==> src/rtl/alu_pkg.sv <==
// Shared constants for the ALU command front end: default width, opcode map,
// controller state encoding and small opcode classification helpers.
package alu_pkg;

    localparam int DEF_DATA_W = 16;

    localparam logic [3:0] OP_NOP    = 4'd0;
    localparam logic [3:0] OP_ADD    = 4'd1;
    localparam logic [3:0] OP_AND    = 4'd2;
    localparam logic [3:0] OP_OR     = 4'd3;
    localparam logic [3:0] OP_LT     = 4'd4;
    localparam logic [3:0] OP_ADDACC = 4'd5;
    localparam logic [3:0] OP_ANDACC = 4'd6;
    localparam logic [3:0] OP_ORACC  = 4'd7;

    typedef enum logic [1:0] {
        ST_IDLE  = 2'd0,
        ST_ISSUE = 2'd1,
        ST_WAIT  = 2'd2,
        ST_RESP  = 2'd3
    } state_t;

    // Opcodes 8-15 have no ALU meaning and are answered with an error response.
    function automatic logic is_illegal(input logic [3:0] op);
        return op[3];
    endfunction

    function automatic logic is_alu_op(input logic [3:0] op);
        return (op != OP_NOP) && !op[3];
    endfunction

    function automatic logic uses_acc(input logic [3:0] op);
        return (op >= OP_ADDACC) && (op <= OP_ORACC);
    endfunction

endpackage

==> src/rtl/alu_issue_ctrl.sv <==
// Command-side front end for the stateless 16-bit ALU: accepts one command at a
// time, holds the ALU inputs for a fixed latency, returns the result and owns the accumulator.
module alu_issue_ctrl
    import alu_pkg::*;
#(
    parameter int DATA_W      = DEF_DATA_W,
    parameter int ALU_LATENCY = 2
) (
    input  logic              CLK,
    input  logic              RST,
    input  logic              cmd_valid,
    output logic              cmd_ready,
    input  logic [3:0]        cmd_opcode,
    input  logic [DATA_W-1:0] cmd_a,
    input  logic [DATA_W-1:0] cmd_b,
    output logic              alu_enable,
    output logic [3:0]        alu_opcode,
    output logic [DATA_W-1:0] alu_data_a,
    output logic [DATA_W-1:0] alu_data_b,
    input  logic [DATA_W-1:0] alu_results,
    input  logic              alu_cf,
    output logic              rsp_valid,
    input  logic              rsp_ready,
    output logic [DATA_W-1:0] rsp_result,
    output logic              rsp_cf,
    output logic              rsp_err,
    output logic [DATA_W-1:0] acc_out
);

    localparam int CNT_W = (ALU_LATENCY > 1) ? $clog2(ALU_LATENCY) : 1;

    state_t              state_q, state_d;
    logic [CNT_W-1:0]    cnt_q;
    logic [3:0]          op_q;
    logic [DATA_W-1:0]   a_q;
    logic [DATA_W-1:0]   b_q;
    logic [DATA_W-1:0]   acc_q;
    logic [DATA_W-1:0]   rsp_result_q;
    logic                rsp_cf_q;
    logic                rsp_err_q;

    always_ff @(posedge CLK) begin
        if (RST) begin
            state_q <= ST_IDLE;
        end else begin
            state_q <= state_d;
        end
    end

    always_comb begin
        state_d = state_q;
        case (state_q)
            ST_IDLE: begin
                if (cmd_valid) begin
                    state_d = is_alu_op(cmd_opcode) ? ST_ISSUE : ST_RESP;
                end
            end
            ST_ISSUE: state_d = ST_WAIT;
            ST_WAIT: begin
                if (cnt_q == '0) begin
                    state_d = ST_RESP;
                end
            end
            ST_RESP: begin
                if (rsp_ready) begin
                    state_d = ST_IDLE;
                end
            end
            default: state_d = ST_IDLE;
        endcase
    end

    always_comb begin
        cmd_ready  = 1'b0;
        alu_enable = 1'b0;
        rsp_valid  = 1'b0;
        case (state_q)
            ST_IDLE:  cmd_ready  = 1'b1;
            ST_ISSUE: alu_enable = 1'b1;
            ST_WAIT:  alu_enable = 1'b1;
            ST_RESP:  rsp_valid  = 1'b1;
            default:  ;
        endcase
    end

    // The ALU input registers are loaded only for real ALU ops, so they read zero
    // whenever alu_enable is low, including across NOP/illegal responses.
    always_ff @(posedge CLK) begin
        if (RST) begin
            cnt_q        <= '0;
            op_q         <= '0;
            a_q          <= '0;
            b_q          <= '0;
            acc_q        <= '0;
            rsp_result_q <= '0;
            rsp_cf_q     <= 1'b0;
            rsp_err_q    <= 1'b0;
        end else begin
            case (state_q)
                ST_IDLE: begin
                    if (cmd_valid) begin
                        if (is_alu_op(cmd_opcode)) begin
                            op_q <= cmd_opcode;
                            a_q  <= uses_acc(cmd_opcode) ? acc_q : cmd_a;
                            b_q  <= cmd_b;
                        end else begin
                            rsp_result_q <= '0;
                            rsp_cf_q     <= 1'b0;
                            rsp_err_q    <= is_illegal(cmd_opcode);
                        end
                    end
                end
                ST_ISSUE: cnt_q <= CNT_W'(ALU_LATENCY - 1);
                ST_WAIT: begin
                    if (cnt_q == '0) begin
                        rsp_result_q <= alu_results;
                        rsp_cf_q     <= alu_cf;
                        rsp_err_q    <= 1'b0;
                        if (uses_acc(op_q)) begin
                            acc_q <= alu_results;
                        end
                        op_q <= '0;
                        a_q  <= '0;
                        b_q  <= '0;
                    end else begin
                        cnt_q <= cnt_q - CNT_W'(1);
                    end
                end
                default: ;
            endcase
        end
    end

    assign alu_opcode = op_q;
    assign alu_data_a = a_q;
    assign alu_data_b = b_q;
    assign rsp_result = rsp_result_q;
    assign rsp_cf     = rsp_cf_q;
    assign rsp_err    = rsp_err_q;
    assign acc_out    = acc_q;

endmodule

==> config.mk <==
export PLATFORM = sky130hd
export DESIGN_NAME = alu_issue_ctrl
export DESIGN_NICKNAME = d
export VERILOG_FILES = /design/src/rtl/alu_pkg.sv /design/src/rtl/alu_issue_ctrl.sv
export SDC_FILE = /design/constraint.sdc
export NUM_CORES = 1
export LEC_CHECK = 0
export BUFFER_PORTS_ARGS = -buffer_cell sky130_fd_sc_hd__clkbuf_2
export CAP_MARGIN = 20
export CORE_ASPECT_RATIO = 0.6
export CORE_UTILIZATION = 49
export DETAILED_ROUTE_END_ITERATION = 7
export HOLD_SLACK_MARGIN = 0.08
export PLACE_DENSITY = 0.8
export SKIP_CTS_REPAIR_TIMING = 1
export SLEW_MARGIN = 15
export SYNTH_ARGS = -nofsm -noshare
export SYNTH_HDL_FRONTEND = slang
export SYNTH_SLANG_ARGS = --single-unit
==> constraint.sdc <==
create_clock -name CLK -period 2.3 [get_ports CLK]
set_input_delay 0.46 -clock CLK [delete_from_list [all_inputs] [get_ports CLK]]
set_output_delay 0.46 -clock CLK [all_outputs]
set_load 0.005 [all_outputs]
---- Word-level counts from Yosys, hierarchy flattened ----
Cells that the tools add are included.
cells by class
  add/sub/neg operators ................... 1
  magnitude comparators ................... 4
  equality and inequality tests ........... 8
  mux-type cells .......................... 34
  bitwise operators ....................... 1
  reduce and logical (&&, ||, !) cells .... 13
operators with widths
  operator             count
  $mux 16              9
  $pmux 16 s2          3
  $mux 4               3
  $mux 1               10
  $ne 2x2->1 const B   5
  $ge 4x3->1 const B   2
  $le 4x3->1 const B   2
  $mux 2               4
  $pmux 2 s4           1
  $pmux 4 s2           1
  $reduce_and 4->1     2
  $pmux 1 s2           3
  $reduce_and 3->1     2
  $eq 2x2->1 const B   2
  $reduce_bool 2->1    2
  $reduce_bool 4->1    1
  $logic_and 1x1->1    3
  $eq 2x1->1 const B   1
  $logic_not 2->1      1
  $reduce_or 2->1      1
  $logic_not 1->1      1
  $not 1->1            1
  $sub 1x1->1 const B  1
word-level totals
  register bits after elaboration ......... 73
  bits of input ports ..................... 57
  output and inout port bits .............. 73
  word-level logic and storage cells ...... 70

---- Logic depth before layout (Yosys ltp) ----
  depth after elaboration ................. 6
  mapped depth ............................ 8
  mapped depth without buffers ............ 6

---- Worst setup path after synthesis ----
Ideal clock, no wire load.
  path kind ............................... register to register
  from .................................... register state_q[0]
  to ...................................... register a_q[10], in the netlist alu_data_a[10]
  setup time .............................. 0.085 ns
  data arrival time ....................... 1.792 ns
  required time ........................... 2.215 ns
  setup slack ............................. 0.423 ns
  stages on the path, launching flop included .. 9
  path buffers ............................ 3
  clock period less this slack ............ 1.877 ns
  cell sequence ........................... dfxtp_1 > inv_1 > ha_1 > clkbuf_1 > o21ai_1 > or3_1 > buf_2 > buf_6 > o31ai_2
between the ends
  longest elaborated chain between the ends .. 3
  elaborated cells between the ends (all ways) .. 8
  classes of those cells .................. eq/ne: 4; mux: 1; reduce/logical: 3
RTL lines
  what                                                              RTL line               RTL
  from (decl)                                                       alu_issue_ctrl.sv:32   state_t state_q, state_d;
  from (signal assigned)                                            alu_issue_ctrl.sv:46   state_q <= state_d;
  $eq 2x2->1 or $logic_not 2->1 (tied branches)                     alu_issue_ctrl.sv:99   case (state_q)
  $ne 2x2->1 (no source line) or $reduce_bool 2->1 (tied branches)  -
  $reduce_and 4->1 (no source line)                                 -
  to (signal assigned)                                              alu_issue_ctrl.sv:104  a_q <= uses_acc(cmd_opcode) ? acc_q : cmd_a;
  to (decl)                                                         alu_issue_ctrl.sv:35   logic [DATA_W-1:0] a_q;
Parallel ways exist; a longest one is shown, timed or not.
A chain may end at the register's enable or synchronous reset.

---- Final worst setup path ----
  from .................................... register state_q[1]
  to ...................................... register rsp_result_q[12], in the netlist rsp_result[12]
between the ends
  longest elaborated chain between the ends .. 3
  elaborated cells between the ends (all ways) .. 8
  classes of those cells .................. eq/ne: 4; mux: 1; reduce/logical: 3
RTL lines
  what                                                              RTL line               RTL
  $eq 2x2->1 or $logic_not 2->1 (tied branches)                     alu_issue_ctrl.sv:99
  $ne 2x2->1 (no source line) or $reduce_bool 2->1 (tied branches)  -
  $reduce_and 4->1 (no source line)                                 -
  to (signal assigned)                                              alu_issue_ctrl.sv:116  rsp_result_q <= alu_results;
  to (decl)                                                         alu_issue_ctrl.sv:38   logic [DATA_W-1:0] rsp_result_q;
Parallel ways exist; a longest one is shown, timed or not.

==> metrics <==
status=complete, no violations; Leak Pwr=around 1.8 nW; DP Wirelength=a little over 7000 microns; layout cells sized above 1=0.355; flip-flop and latch area=~1500 sq um; # Max-Cap Violations=0; Fillers=between 500 and 600; commonest cells after routing, fill and taps aside=clkbuf_2 (129), dfxtp_1 (73), o21ai_0 (36), nand3_1 (33), mux2i_1 (32); Crit Path Category=reg2reg; Cell Area, Synth=roughly 3400 sq um; CP Max Fanout=16; detailed-route via count=roughly 3400; final setup fails=0; Final Max Tran Viols=0; most common cell after layout, fill and taps aside=clkbuf_2; Crit. End Element=flip-flop; pwr dens=roughly 1200 nW/um^2; final WL=10300 microns; vias in the first global route=around 2900; CP required=~2.6 ns; Cells after DPL=566; first-pass GRT wire length=15400 microns; Cell Area, Placed=between 4000 and 5000 sq um; core footprint=approximately 6700 sq um; GRT Total Usage=0.282; die height=roughly 67 microns; cts bufs inserted=9; Placer Congestion=0.843; Worst VDD drop=~0.53 mV; clk_lat worst skew=roughly 0.33 ns; total grt overflow=0; vias per cell=a little under 6; Synth area leader=dfxtp_1; die area=between 7000 and 8000 sq um; top cells by area, synth=dfxtp_1 (43%), mux2i_1 (9.4%), o21ai_0 (5.6%); CP Data Arrival Time=about 2.4 ns; die width=110 microns; CP cell instances=inv_1 -> ha_1 -> nor2_1 -> a22oi_1 -> o211ai_1; Port Buffers=approximately 130; clock sink total=73; Antenna diodes=0; setup TNS=0 ns; Max Clock Freq=about 0.46 GHz; syn_area_per_cell=about 9.1 sq um; First-pass DRT Iterations=4; Initial DRC Count=~320; CP delay by family, top=simple AND/OR/NAND/NOR gates; Post-synth EDFFs=0; final instance area=approximately 4500 sq um; DR WL/cell=17.6 microns; Final Hold Vio Count=0; total power=slightly above 5 mW; DRC Markers=0; number of nets with antenna violations after routing=0; post-synthesis sequential area ratio=0.429; clock skew=about 0.0047 ns; Hold Crit Class=in2reg; Yosys reg bits=73; Distinct cells, synth=35; area grow syn2layout=31.6%; slowest cell on the critical path=nor2_1; initial antenna violation count=0; Final min period=2.16 ns; dominant synthesized flop cell=dfxtp_1; CTS tree=built; Synth top area share=0.429; CP Buf/Inv Count=1; H-tree depth=3; period utilization=0.937; Clock Tree Buf Depth=2; asr flop ratio synth=0; Worst-path clk slew=0.06 ns; Worst Tran Pin Value=1.06 ns; crit start category=flip-flop; Layout Cells excl Fill=a little under 600; Syn. warnings=0; RSZ-0062 raised after global routing=false; Mapped Cells=~370; multi-input logic area=around 1800 sq um; largest net degree at the start of global routing=53; CP max stage delay=approximately 0.87 ns; root buf cell=clkbuf_16; Starting Density=0.508; syn nets=around 430; slew margin rel.=0.290; Final Net Count=around 550; standard-cell rows=23; Hold Slack=0.388 ns; Ports=130
## tightest hold or removal path, stage by stage
cell and delay [ns]:
clkbuf_2 0.08, nand4b_1 0.07, a21oi_1 0.06
## power breakdown
| group | total [mW] | leakage [nW] | switching (mW) | internal (mW) |
|---|---|---|---|---|
| sequential | 1.70 | 0.594 | 0.165 | 1.54 |
| combinational | 1.89 | 1.06 | 1.17 | 0.713 |
| clock | 1.61 | 0.172 | 0.524 | 1.08 |
| total | 5.19 | 1.83 | 1.86 | 3.33 |
## kinds of logic (layout without fill, tap and decap cells)
kind of cell / count (synthesis) / after routing / share of synthesized area
buf+inv: 40 / 163 / 0.0492
compound gates: 118 / 118 / 0.233
mux: 32 / 32 / 0.0940
simple gates: 106 / 106 / 0.180
flops: 73 / 73 / 0.429
fa+ha+maj: 4 / 4 / 0.0147
## per-layer routing
metal / global-route usage / up-vias / wire [microns]
li1: - / 1627 / -
met1: 0.403 / 1642 / 4870
met2: 0.424 / 129 / 4590
met3: 0.0607 / 15 / 690
met4: 0.0800 / 0 / 142
met5: 0 / - / 0
## sequential cells by signal, indices dropped and copies added, names as in the netlist
register    flops
acc_out        16
alu_data_a     16
alu_data_b     16
rsp_result     16
alu_opcode      4
state_q         2
cnt_q           1
rsp_cf          1
rsp_err         1
## cells in the mapped netlist, types with 2 or more instances
cell      count
nor2b_1      17
a22oi_1      16
nand3_1      33
nor2_1       24
buf_2         5
nand2b_1      2
nand2_1       5
ha_1          4
o31ai_2      10
mux2i_1      32
o211ai_1     16
nand4b_1     20
o21ai_0      38
o31ai_1       6
o21ai_1       2
a21oi_1      22
inv_1         4
dfxtp_1      73
clkbuf_1     28
## through the flow
step | util | setup WS, ns
2_1_floorplan | - | 0.423
3_3_place_gp | 0.616 | 0.245
3_5_place_dp | 0.616 | 0.132
4_1_cts | 0.667 | 0.123
5_1_grt | 0.668 | 0.0217
6_report | 0.668 | 0.144
## layout make-up
| class | instances | share of cell area |
|---|---|---|
| multi-input cells | 260 | 0.402 |
| repair buffers | 143 | 0.168 |
| clock buffers | 10 | 0.0533 |
| inverters | 4 | 0.00335 |
| flip-flops and latches | 73 | 0.326 |
| well taps | 87 | 0.0243 |
| clock inverters | 6 | 0.0235 |
## path summary, 6_finish.rpt
path	startpoint	end	slack [ns]	cells past startpoint
worst max register to register	state_q[1]	rsp_result[12]	0.14	5
worst min register to register	alu_data_b[14]	alu_data_b[14]	0.48	2
worst max-delay path	state_q[1]	rsp_result[12]	0.14	5
worst min-delay path	cmd_b[4]	alu_data_b[4]	0.39	3
No activity file was read; power rests on OpenSTA's default activity.
